**src/rtl/ipsl_hmic_h_ddrphy_dll_iorst_seq_if.sv**
```systemverilog
// Handshake and I/O-control bundle between the DLL update controller, the
// I/O-reset sequencer and the DQS-group slices.
interface ipsl_hmic_h_ddrphy_dll_iorst_seq_if #(
  parameter int GRP_NUM = 4
);
  logic               dll_update_iorst_req;
  logic               dll_update_iorst_ack;
  logic               ioclk_gate;
  logic [GRP_NUM-1:0] iorst;
  logic               busy;

  modport master (
    output dll_update_iorst_req,
    input  dll_update_iorst_ack, ioclk_gate, iorst, busy
  );

  modport slave (
    input  dll_update_iorst_req,
    output dll_update_iorst_ack, ioclk_gate, iorst, busy
  );
endinterface

```
**src/rtl/ipsl_hmic_h_ddrphy_dll_iorst_seq.sv**
```systemverilog
// DQS-group I/O reset sequencer: gate clocks, pulse iorst, recover, ungate, ack.
// Define DDRPHY_IORST_STAGGER_EN to walk iorst one group at a time.
module ipsl_hmic_h_ddrphy_dll_iorst_seq #(
  parameter int GRP_NUM     = 4,
  parameter int GATE_CYCLES = 4,
  parameter int RST_CYCLES  = 8
) (
  input logic rclk,
  input logic rst_n,
  ipsl_hmic_h_ddrphy_dll_iorst_seq_if.slave bus
);

  typedef enum logic [2:0] {
    IDLE    = 3'd0,
    GATE    = 3'd1,
    RST     = 3'd2,
    RECOVER = 3'd3,
    ACK     = 3'd4
  } state_t;

  // Counters are preloaded with N-1 so a phase spans exactly N edges.
  localparam logic [7:0] G_LD = 8'(GATE_CYCLES - 1);
  localparam logic [7:0] R_LD = 8'(RST_CYCLES - 1);

  state_t     state;
  logic [7:0] cnt;

`ifdef DDRPHY_IORST_STAGGER_EN
  localparam int GW = (GRP_NUM > 1) ? $clog2(GRP_NUM) : 1;
  logic [GW-1:0] grp;
`endif

  always_ff @(posedge rclk or negedge rst_n) begin
    if (!rst_n) begin
      state                    <= IDLE;
      cnt                      <= '0;
      bus.dll_update_iorst_ack <= 1'b0;
      bus.ioclk_gate           <= 1'b0;
      bus.iorst                <= '0;
      bus.busy                 <= 1'b0;
`ifdef DDRPHY_IORST_STAGGER_EN
      grp                      <= '0;
`endif
    end else begin
      case (state)
        IDLE: begin
          if (bus.dll_update_iorst_req) begin
            state          <= GATE;
            bus.ioclk_gate <= 1'b1;
            bus.busy       <= 1'b1;
            cnt            <= G_LD;
          end
        end
        GATE: begin
          if (cnt == 8'd0) begin
            state <= RST;
            cnt   <= R_LD;
`ifdef DDRPHY_IORST_STAGGER_EN
            grp       <= '0;
            bus.iorst <= GRP_NUM'(1);
`else
            bus.iorst <= '1;
`endif
          end else begin
            cnt <= cnt - 8'd1;
          end
        end
        RST: begin
          if (cnt != 8'd0) begin
            cnt <= cnt - 8'd1;
`ifdef DDRPHY_IORST_STAGGER_EN
          // Hand over to the next group on the same edge: no gap, no overlap.
          end else if (grp != GW'(GRP_NUM - 1)) begin
            grp       <= grp + 1'b1;
            bus.iorst <= bus.iorst << 1;
            cnt       <= R_LD;
`endif
          end else begin
            state     <= RECOVER;
            bus.iorst <= '0;
            cnt       <= G_LD;
          end
        end
        RECOVER: begin
          if (cnt == 8'd0) begin
            state                    <= ACK;
            bus.ioclk_gate           <= 1'b0;
            bus.dll_update_iorst_ack <= 1'b1;
          end else begin
            cnt <= cnt - 8'd1;
          end
        end
        ACK: begin
          if (!bus.dll_update_iorst_req) begin
            state                    <= IDLE;
            bus.dll_update_iorst_ack <= 1'b0;
            bus.busy                 <= 1'b0;
          end
        end
        default: begin
          state                    <= IDLE;
          cnt                      <= '0;
          bus.dll_update_iorst_ack <= 1'b0;
          bus.ioclk_gate           <= 1'b0;
          bus.iorst                <= '0;
          bus.busy                 <= 1'b0;
        end
      endcase
    end
  end

endmodule
```
**src/flat_wrapper.sv**
```systemverilog
// flat-port wrapper written by rule: the top's interface ports become plain ports
module ipsl_hmic_h_ddrphy_dll_iorst_seq_flat 
#(
  parameter int GRP_NUM     = 4,
  parameter int GATE_CYCLES = 4,
  parameter int RST_CYCLES  = 8
)
  (rclk, rst_n, bus_dll_update_iorst_req, bus_dll_update_iorst_ack, bus_ioclk_gate, bus_iorst, bus_busy);
  ipsl_hmic_h_ddrphy_dll_iorst_seq_if #(.GRP_NUM(GRP_NUM)) bus_i ();
  input logic rclk;
  input logic rst_n;
  input wire logic [$bits(bus_i.dll_update_iorst_req)-1:0] bus_dll_update_iorst_req;
  output wire logic [$bits(bus_i.dll_update_iorst_ack)-1:0] bus_dll_update_iorst_ack;
  output wire logic [$bits(bus_i.ioclk_gate)-1:0] bus_ioclk_gate;
  output wire logic [$bits(bus_i.iorst)-1:0] bus_iorst;
  output wire logic [$bits(bus_i.busy)-1:0] bus_busy;
  assign bus_i.dll_update_iorst_req = bus_dll_update_iorst_req;
  assign bus_dll_update_iorst_ack = bus_i.dll_update_iorst_ack;
  assign bus_ioclk_gate = bus_i.ioclk_gate;
  assign bus_iorst = bus_i.iorst;
  assign bus_busy = bus_i.busy;
  ipsl_hmic_h_ddrphy_dll_iorst_seq #(.GRP_NUM(GRP_NUM), .GATE_CYCLES(GATE_CYCLES), .RST_CYCLES(RST_CYCLES)) u_core (.rclk(rclk), .rst_n(rst_n), .bus(bus_i));
endmodule
```
**config.mk**
```make
export PLATFORM = sky130hd
export DESIGN_NAME = ipsl_hmic_h_ddrphy_dll_iorst_seq_flat
export DESIGN_NICKNAME = d
export VERILOG_FILES = /design/src/rtl/ipsl_hmic_h_ddrphy_dll_iorst_seq_if.sv /design/src/rtl/ipsl_hmic_h_ddrphy_dll_iorst_seq.sv /design/src/flat_wrapper.sv
export SDC_FILE = /design/constraint.sdc
export NUM_CORES = 1
export LEC_CHECK = 0
export CAP_MARGIN = 20
export CORE_UTILIZATION = 40
export DETAILED_ROUTE_END_ITERATION = 8
export HOLD_SLACK_MARGIN = 0.12
export PLACE_DENSITY = 0.71
export SLEW_MARGIN = 20
export SYNTH_ARGS = -nofsm -noshare
export SYNTH_HDL_FRONTEND = slang
export SYNTH_SLANG_ARGS = --single-unit
```
**constraint.sdc**
```tcl
create_clock -name rclk -period 2.25 [get_ports rclk]
set_input_delay 0.45 -clock rclk [delete_from_list [all_inputs] [get_ports rclk]]
set_output_delay 0.45 -clock rclk [all_outputs]
set_load 0.03 [all_outputs]
```
---- Word-level counts from Yosys, hierarchy flattened ----
Index checks and enable logic that the tools add are counted.
word-level totals
  register bits ........................... 18
  input bits .............................. 3
  output and inout bits ................... 7
  word-level logic and storage cells ...... 56
cells by class
  add/sub/neg operators ................... 1
  eq/ne operators ......................... 10
  multiplexer cells ....................... 21
  bitwise logic cells ..................... 5
  reductions and logical operators ........ 13
operators by type and width
  cell                 number
  $pmux 8 s5           1
  $mux 8               4
  $mux 3               5
  $pmux 3 s5           1
  $reduce_and 3->1     5
  $pmux 4 s3           1
  $reduce_or 3->1      4
  $pmux 1 s3           3
  $logic_not 8->1      1
  $mux 4               2
  $ne 2x2->1 const B   4
  $reduce_bool 8->1    1
  $sub 8x1->8 const B  1
  $eq 3x2->1 const B   2
  $not 1->1            5
  $reduce_and 5->1     1
  $mux 1               4
  $ne 2x1->1 const B   2
  $eq 3x1->1 const B   1
  $eq 3x3->1 const B   1
  $logic_not 3->1      1

---- Logic depth before layout (Yosys ltp) ----
Gate-level depths: netlist of run 1.
  word-level depth ........................ 4
  gate-level depth with buffers ........... 7
  mapped depth without buffers ............ 6

---- Worst setup path after synthesis of run 1 ----
OpenSTA, ideal clock, no wires.
  kind .................................... register to register
  start point ............................. register u_core.cnt[0]
  end point ............................... register u_core.cnt[4]
  setup time .............................. 0.078 ns
  data arrival time ....................... 1.745 ns
  required time ........................... 2.172 ns
  setup slack ............................. 0.426 ns
  cell stages (with the launch flop) ...... 7
  path buffers ............................ 1
  period minus slack after synthesis ...... 1.824 ns
  cells stage by stage .................... dfrtp_1 > inv_1 > ha_1 > or3b_1 > buf_2 > or4_1 > a21oi_1
on the way
  word-level cells in the longest chain between the ends .. 3
  elaborated cells between the ends (all ways) .. 9
  classes of those cells .................. add/sub (1); eq/ne (1); mux (4); reduce/logical (3)
ends and longest elaborated chain
  what                                                   line                                                                                                                    RTL
  from (decl)                                            ipsl_hmic_h_ddrphy_dll_iorst_seq.sv:26                                                                                  logic [7:0] cnt;
  from (signal assigned)                                 ipsl_hmic_h_ddrphy_dll_iorst_seq.sv:65                                                                                  cnt <= cnt - 8'd1;
  from (signal assigned)                                 ipsl_hmic_h_ddrphy_dll_iorst_seq.sv:70                                                                                  cnt <= cnt - 8'd1;
  from (signal assigned)                                 ipsl_hmic_h_ddrphy_dll_iorst_seq.sv:90                                                                                  cnt <= cnt - 8'd1;
  $sub 8x1->8 (tied with other cells)                    ipsl_hmic_h_ddrphy_dll_iorst_seq.sv:65, ipsl_hmic_h_ddrphy_dll_iorst_seq.sv:70, ipsl_hmic_h_ddrphy_dll_iorst_seq.sv:90
  $mux 8 (tied with other cells)                         ipsl_hmic_h_ddrphy_dll_iorst_seq.sv:85                                                                                  if (cnt == 8'd0) begin
  $pmux 8 s5 / $reduce_and 3->1 (equally long branches)  n/a
Parallel ways exist; a longest one is shown, timed or not. The select of a mux whose other input is x is not followed.
A chain may end at the register's enable or synchronous reset.

---- Worst setup path in the final report of run 1 ----
Same ends and word-level chain as after synthesis.

==> out/results.txt, run 1 <==
Reg clk slew, reported paths = 0.09 ns
Syn_nets = 107
WP data required = 2.46 ns
Largest net degree at the start of global routing = 16
Initial Util = 0.426
Setup slack after layout = 0.231 ns
Die width = 50.5 µm
Reg-to-Reg Start = u_core.cnt[0]$_DFFE_PN0P_
Clock latency on the worst-skew pair = 0.28 ns
Wire per inst = 15.7 µm
CP Max Fanout = 7
CTS Root Cell = clkbuf_4
Yosys reg bits = 15
Dpl hpwl = 1540 µm
GR Overflow Total = 0
Hold endpoint = u_core.bus.dll_update_iorst_ack$_DFFE_PN0P_
Worst hold start = u_core.bus.dll_update_iorst_ack$_DFFE_PN0P_
Num CTS Buffers = 3
FF-to-FF End = u_core.cnt[4]$_DFFE_PN0P_
Power per Cell Area = 1400 nW/µm²
Syn avg cell area = 9.15 µm²
Ys Warns = 0
Top cells by area, synth = dfrtp_1, nand2_1, a21oi_1
Clock sink total = 15
Crit end category = flip-flop
Worst EP arrival = 2.23 ns
Full die area = 2550 µm²
Final Cell Area = 1070 µm²
Commonest register cell after synthesis = dfrtp_1
Class of the worst hold path = reg -> reg
Crit path kind = reg -> reg
CTS max path bufs = 2
Cell taking the most area after synthesis = dfrtp_1
Crit start category = flip-flop
Setup slack, reg-to-reg = 0.23 ns
FFs w/ async S/R, synth = 1.00
Die Y-Extent = 50.5 µm
Syn Std Cell Area = 942 µm²
Dpl ws = 0.249 ns
Postcts setup bufs = 0
Final hold vios = 0
Post-synth EDFFs = 0
Row Count = 17
TritonCTS clock tree = built
Port buffer count = 9
Count leader, synth = dfrtp_1
Slew headroom = 0.486
Routed WL = 2190 µm
Pins Over Slew Limit = 0
Vias per cell = 6.26
Clock Skew = 0.00157 ns
Hold Path Stages = 2
Core ar. = 2210 µm²
Tot GR Track Use = 0.191
Layout cells sized above 1 = 0.108
Tmin final = 2.02 ns
Top cell type's share of synthesized area = 0.398
Worst reg2reg path depth = 5
Post-layout util = 0.482
Overall power = 1490 µW
Inserted Diodes = 0
Post-DRT Antenna Nets = 0
Final Cycle Share = 0.897
Pleak = 0.000443 µW
Synth Instances = 103
First-pass GRT wire length = 3670 µm
Cts hold-fix bufs = 0
MaxCap Viol Count = 0
Cell variety after synth = 43
Starting DRT DRC Count = 36
GPL Wtd Cong = 0.858
Nets@finish = 116
Seq/Total Area, Yosys = 0.398
Ports = 10
Vias in the first global route = 818
Maximum VDD drop = 496 µV
Drt first pass iters = 4
Final setup fails = 0
CTS H-tree lvls = 1
DRC viols = 0
Synth-to-layout area growth = 13.1%
Placement Cell Area = 1040 µm²
Top cells by count, synth = dfrtp_1, nand2_1, nor2_1
Top achievable clock speed = 495 MHz
Setup TNS = 0 ns
Initial antenna violation count = 0
RSZ-0062 raised after global routing = false
Least-Margin Pin Slew = 0.764 ns
Via count = 870
Status = finished clean
CTS resizes = 0
## routing by layer
layer / vias up / routed length [µm] / track usage
met3: 11 / 122 / 0.0333
met5: - / 0 / 0
met4: 0 / 84 / 0.116
li1: 411 / - / -
met2: 42 / 990 / 0.302
met1: 406 / 989 / 0.241
## layout by cell type, fill, tap and decap left out, types with 3 or more instances in the layout
| master | count |
|---|---|
| clkdlybuf4s50_1 | 9 |
| dfrtp_1 | 15 |
| o41ai_1 | 3 |
| a31oi_1 | 3 |
| o21ai_1 | 4 |
| buf_4 | 3 |
| inv_1 | 5 |
| o21ai_0 | 5 |
| nor2_1 | 8 |
| a21oi_1 | 6 |
| nand2_1 | 9 |
| clkbuf_4 | 3 |
## report_power, final
part           switching (µW)  internal, µW  leakage [µW]
registers                 173           374      0.000176
logic                     439           352      0.000249
clock network            90.6          66.1     0.0000177
## critical path, cell delays in order, from the launching register on
cell,delay [ns]
dfrtp_1,0.44
inv_1,0.08
ha_1,0.23
or3b_1,0.49
or4_1,0.54
a21oi_1,0.17
## cells by family after synthesis
kind of cell | share of synthesized area
flops | 0.398
buf+inv | 0.0744
fa+ha+maj | 0.0133
xor+xnor | 0.00930
compound gates | 0.276
simple gates | 0.228
## flip-flops by register name, indices dropped and copies added, names as in the netlist
name	cells
u_core.bus.busy	1
u_core.bus.dll_update_iorst_ack	1
u_core.bus.ioclk_gate	1
u_core.bus.iorst	1
u_core.cnt	8
u_core.state	3
## through the flow
step | instances | hold slack [ns]
after floorplan | 103 | 0.154
after global placement | 135 | 0.489
after detailed placement | 135 | 0.513
after CTS | 139 | 0.540
after global routing | 139 | 0.577
final | 139 | 0.533
## cell type report
cell class              instances  area (µm²)
clock buffers                   3        22.5
clock inverters                 1        5.00
inverters                       5        18.8
well taps                      28        35.0
flip-flops and latches         15         375
multi-input cells              75         497
repair buffers                 12         113
fillers                       220        1150
## worst max-delay path by stage
| stage | start | to | depth (start not counted) |
|---|---|---|---|
| floorplan | u_core.cnt[0]$_DFFE_PN0P_ | u_core.cnt[4]$_DFFE_PN0P_ | 6 |
| global placement | bus_dll_update_iorst_req | u_core.cnt[6]$_DFFE_PN0P_ | 5 |
| detailed placement | bus_dll_update_iorst_req | u_core.cnt[2]$_DFFE_PN0P_ | 5 |
| CTS | u_core.cnt[0]$_DFFE_PN0P_ | u_core.cnt[4]$_DFFE_PN0P_ | 5 |
| global route | u_core.cnt[0]$_DFFE_PN0P_ | u_core.cnt[4]$_DFFE_PN0P_ | 5 |
| finish | u_core.cnt[0]$_DFFE_PN0P_ | u_core.cnt[4]$_DFFE_PN0P_ | 5 |
Note: power is estimated with default switching activity, not from simulation.
==> run 2, diff against run 1 <==
- CTS_BUF_LIST: default -> sky130_fd_sc_hd__clkbuf_16
- HOLD_SLACK_MARGIN: 0.12 -> default
==> run 2 against run 1 <==
Non-clock buffer count stayed put. Maximum frequency up 1.2%. Clock power increased by 120%. Critical path depth stayed put. Largest cell class unchanged. Largest power group unchanged.
==> out/results.txt, run 2 (synthesized netlist as in run 1, its figures left out) <==
Commonest non-fill, non-tap cells in the layout = dfrtp_1, nand2_1, clkdlybuf4s50_1
Inserted Diodes = 0 (unchanged)
Power Internal = 965 µW (+22%)
Most common cell after layout, fill and taps aside = dfrtp_1
TritonCTS clock tree = built
Port buffer count = 9 (unchanged)
Starting DRT DRC Count = 22 (-39%)
Final hold vios = 0 (unchanged)
RSZ-0062 raised after global routing = false
Vias per cell = 6.25 (-0.11%)
Maximum VDD drop = 578 µV (+17%)
Largest regs = u_core.cnt x8, u_core.state x3
Reg power frac = 0.325 (-0.041)
Switching share of total power = 0.429 (-0.0415)
Full die area = 2550 µm² (unchanged)
Via count = 869 (-0.11%)
Num CTS Buffers = 3 (unchanged)
Wire per inst = 15.7 µm (-0.46%)
Slowest stage delay, CP = 0.54 ns (about the same)
Crit start category = flip-flop
Final setup fails = 0 (unchanged)
Setup TNS = 0 ns (unchanged)
Net switching power = 724 µW (+3.0%)
Final Cycle Share = 0.887 (-0.0108)
Top achievable clock speed = 501 MHz (+1.2%)
Crit end category = flip-flop
Reg clk slew, reported paths = 0.05 ns (-0.04 ns)
Register Area = 375 µm² (unchanged)
Synth-to-layout area growth = 18.7%
Post-DRT Antenna Nets = 0 (unchanged)
Nets@finish = 116 (unchanged)
Worst reg2reg path depth = 5 (unchanged)
Status = finished clean
Routed WL = 2180 µm (-0.46%)
Final hold slack = 0.525 ns (-0.00790 ns)
MaxCap Viol Count = 0 (unchanged)
Clock sink total = 15 (unchanged)
Slew headroom = 0.521 (+0.0342)
Clock Skew = 0.00244 ns (+0.000865 ns)
Initial antenna violation count = 0 (unchanged)
Crit path kind = reg -> reg
Pleak = 0.000467 µW (+5.2%)
Ports = 10 (unchanged)
Cts hold-fix bufs = 0 (unchanged)
Least-Margin Pin Slew = 0.713 ns (-0.0508 ns)
Die Y-Extent = 50.5 µm (unchanged)
Part of the power in combinational logic = 0.467 (-0.062)
Power per Cell Area = 1510 nW/µm² (+7.7%)
WP data required = 2.42 ns (-0.04 ns)
Tot GR Track Use = 0.193 (+0.00255)
Max reg flops = 8 (unchanged)
Met2 wire len = 992 µm (+0.20%)
CTS H-tree lvls = 1 (unchanged)
FILL cells = 211 (-4.1%)
First-pass GRT wire length = 3680 µm (+0.38%)
Worst EP arrival = 2.17 ns (-0.06 ns)
Tmin final = 1.99 ns (-0.0243 ns)
Initial Util = 0.426 (unchanged)
Vias in the first global route = 836 (+2.2%)
Critical path's slowest cell = or4_1
Routed met1 length = 1000 µm (+1.5%)
Largest net degree at the start of global routing = 16 (unchanged)
Routed wl met3 = 116 µm (-4.9%)
Row Count = 17 (unchanged)
Dpl hpwl = 1540 µm (unchanged)
DRC viols = 0 (unchanged)
Top sig layer = met4
Drt first pass iters = 4 (unchanged)
Class of the worst hold path = reg -> reg
CTS Root Cell = clkbuf_16
Crit path cell chain = inv_1 -> ha_1 -> or3b_1 -> or4_1 -> a21oi_1
Core ar. = 2210 µm² (unchanged)
CTS max path bufs = 2 (unchanged)
Multi-input gate area = 497 µm² (unchanged)
Layout cells sized above 1 = 0.108 (unchanged)
Die width = 50.5 µm (unchanged)
Setup slack, reg-to-reg = 0.26 ns (+0.02 ns)
Hold Path Stages = 2 (unchanged)
GPL Wtd Cong = 0.858 (unchanged)
Clock latency on the worst-skew pair = 0.25 ns (-0.03 ns)
CTS resizes = 0 (unchanged)
Top reg by flops = u_core.cnt
Clock share of power = 0.208 (+0.103)
Postcts setup bufs = 0 (unchanged)
GR Overflow Total = 0 (unchanged)
CP Max Fanout = 7 (unchanged)
Pins Over Slew Limit = 0 (unchanged)
run 2: cell counts in the layout (fill, tap and decap cells not counted):
No cell type changed its count.
run 2: final timing paths:
path                                                             start                                           to
setup / recovery                             u_core.cnt[0]$_DFFE_PN0P_                    u_core.cnt[4]$_DFFE_PN0P_
min in group asynchronous                                        rst_n  u_core.bus.dll_update_iorst_ack$_DFFE_PN0P_
setup reg to reg                             u_core.cnt[0]$_DFFE_PN0P_                    u_core.cnt[4]$_DFFE_PN0P_
hold reg to reg            u_core.bus.dll_update_iorst_ack$_DFFE_PN0P_  u_core.bus.dll_update_iorst_ack$_DFFE_PN0P_
max in group asynchronous                                        rst_n                  u_core.state[0]$_DFFE_PN0P_
hold / removal             u_core.bus.dll_update_iorst_ack$_DFFE_PN0P_  u_core.bus.dll_update_iorst_ack$_DFFE_PN0P_
run 2: power groups by stage:
stage / clock, µW / combinational, µW / sequential [µW]
global route: 365 / 860 / 565
detailed placement: 0 / 786 / 544
global placement: 0 / 768 / 536
finish: 352 / 788 / 549
CTS: 356 / 792 / 542
floorplan: 0 / 593 / 526
run 2: through the flow:
stage               power (µW)  cells  area [µm²]  utilization  setup WS, ns
floorplan                 1120    103         942            -         0.426
global placement          1300    135        1040        0.469         0.279
detailed placement        1330    135        1040        0.469         0.249
CTS                       1690    139        1120        0.506         0.252
global route              1790    139        1120        0.506         0.160
finish                    1690    139        1120        0.506         0.255
run 2: per-layer routing:
metal | GRT usage | vias up
met5 | 0 | -
met4 | 0.116 | 0
met3 | 0.0455 | 9
met2 | 0.313 | 33
met1 | 0.231 | 415
li1 | - | 412
run 2: area by class of cell:
type                       instances  area share
clock buffer                       3      0.0671
clock inverter                     1     0.00447
timing repair buffer              12       0.101
multi-input combinational         75       0.444
inverter                           5      0.0168
tap                               28      0.0313
sequential                        15       0.336
run 2: worst max-delay path: cells and delay by family, from the launching register on:
family          cells  cell delay (ns)
compound gates      1             0.17
fa+ha+maj           1             0.23
simple gates        2             1.03
buf+inv             1             0.07
flops               1             0.42
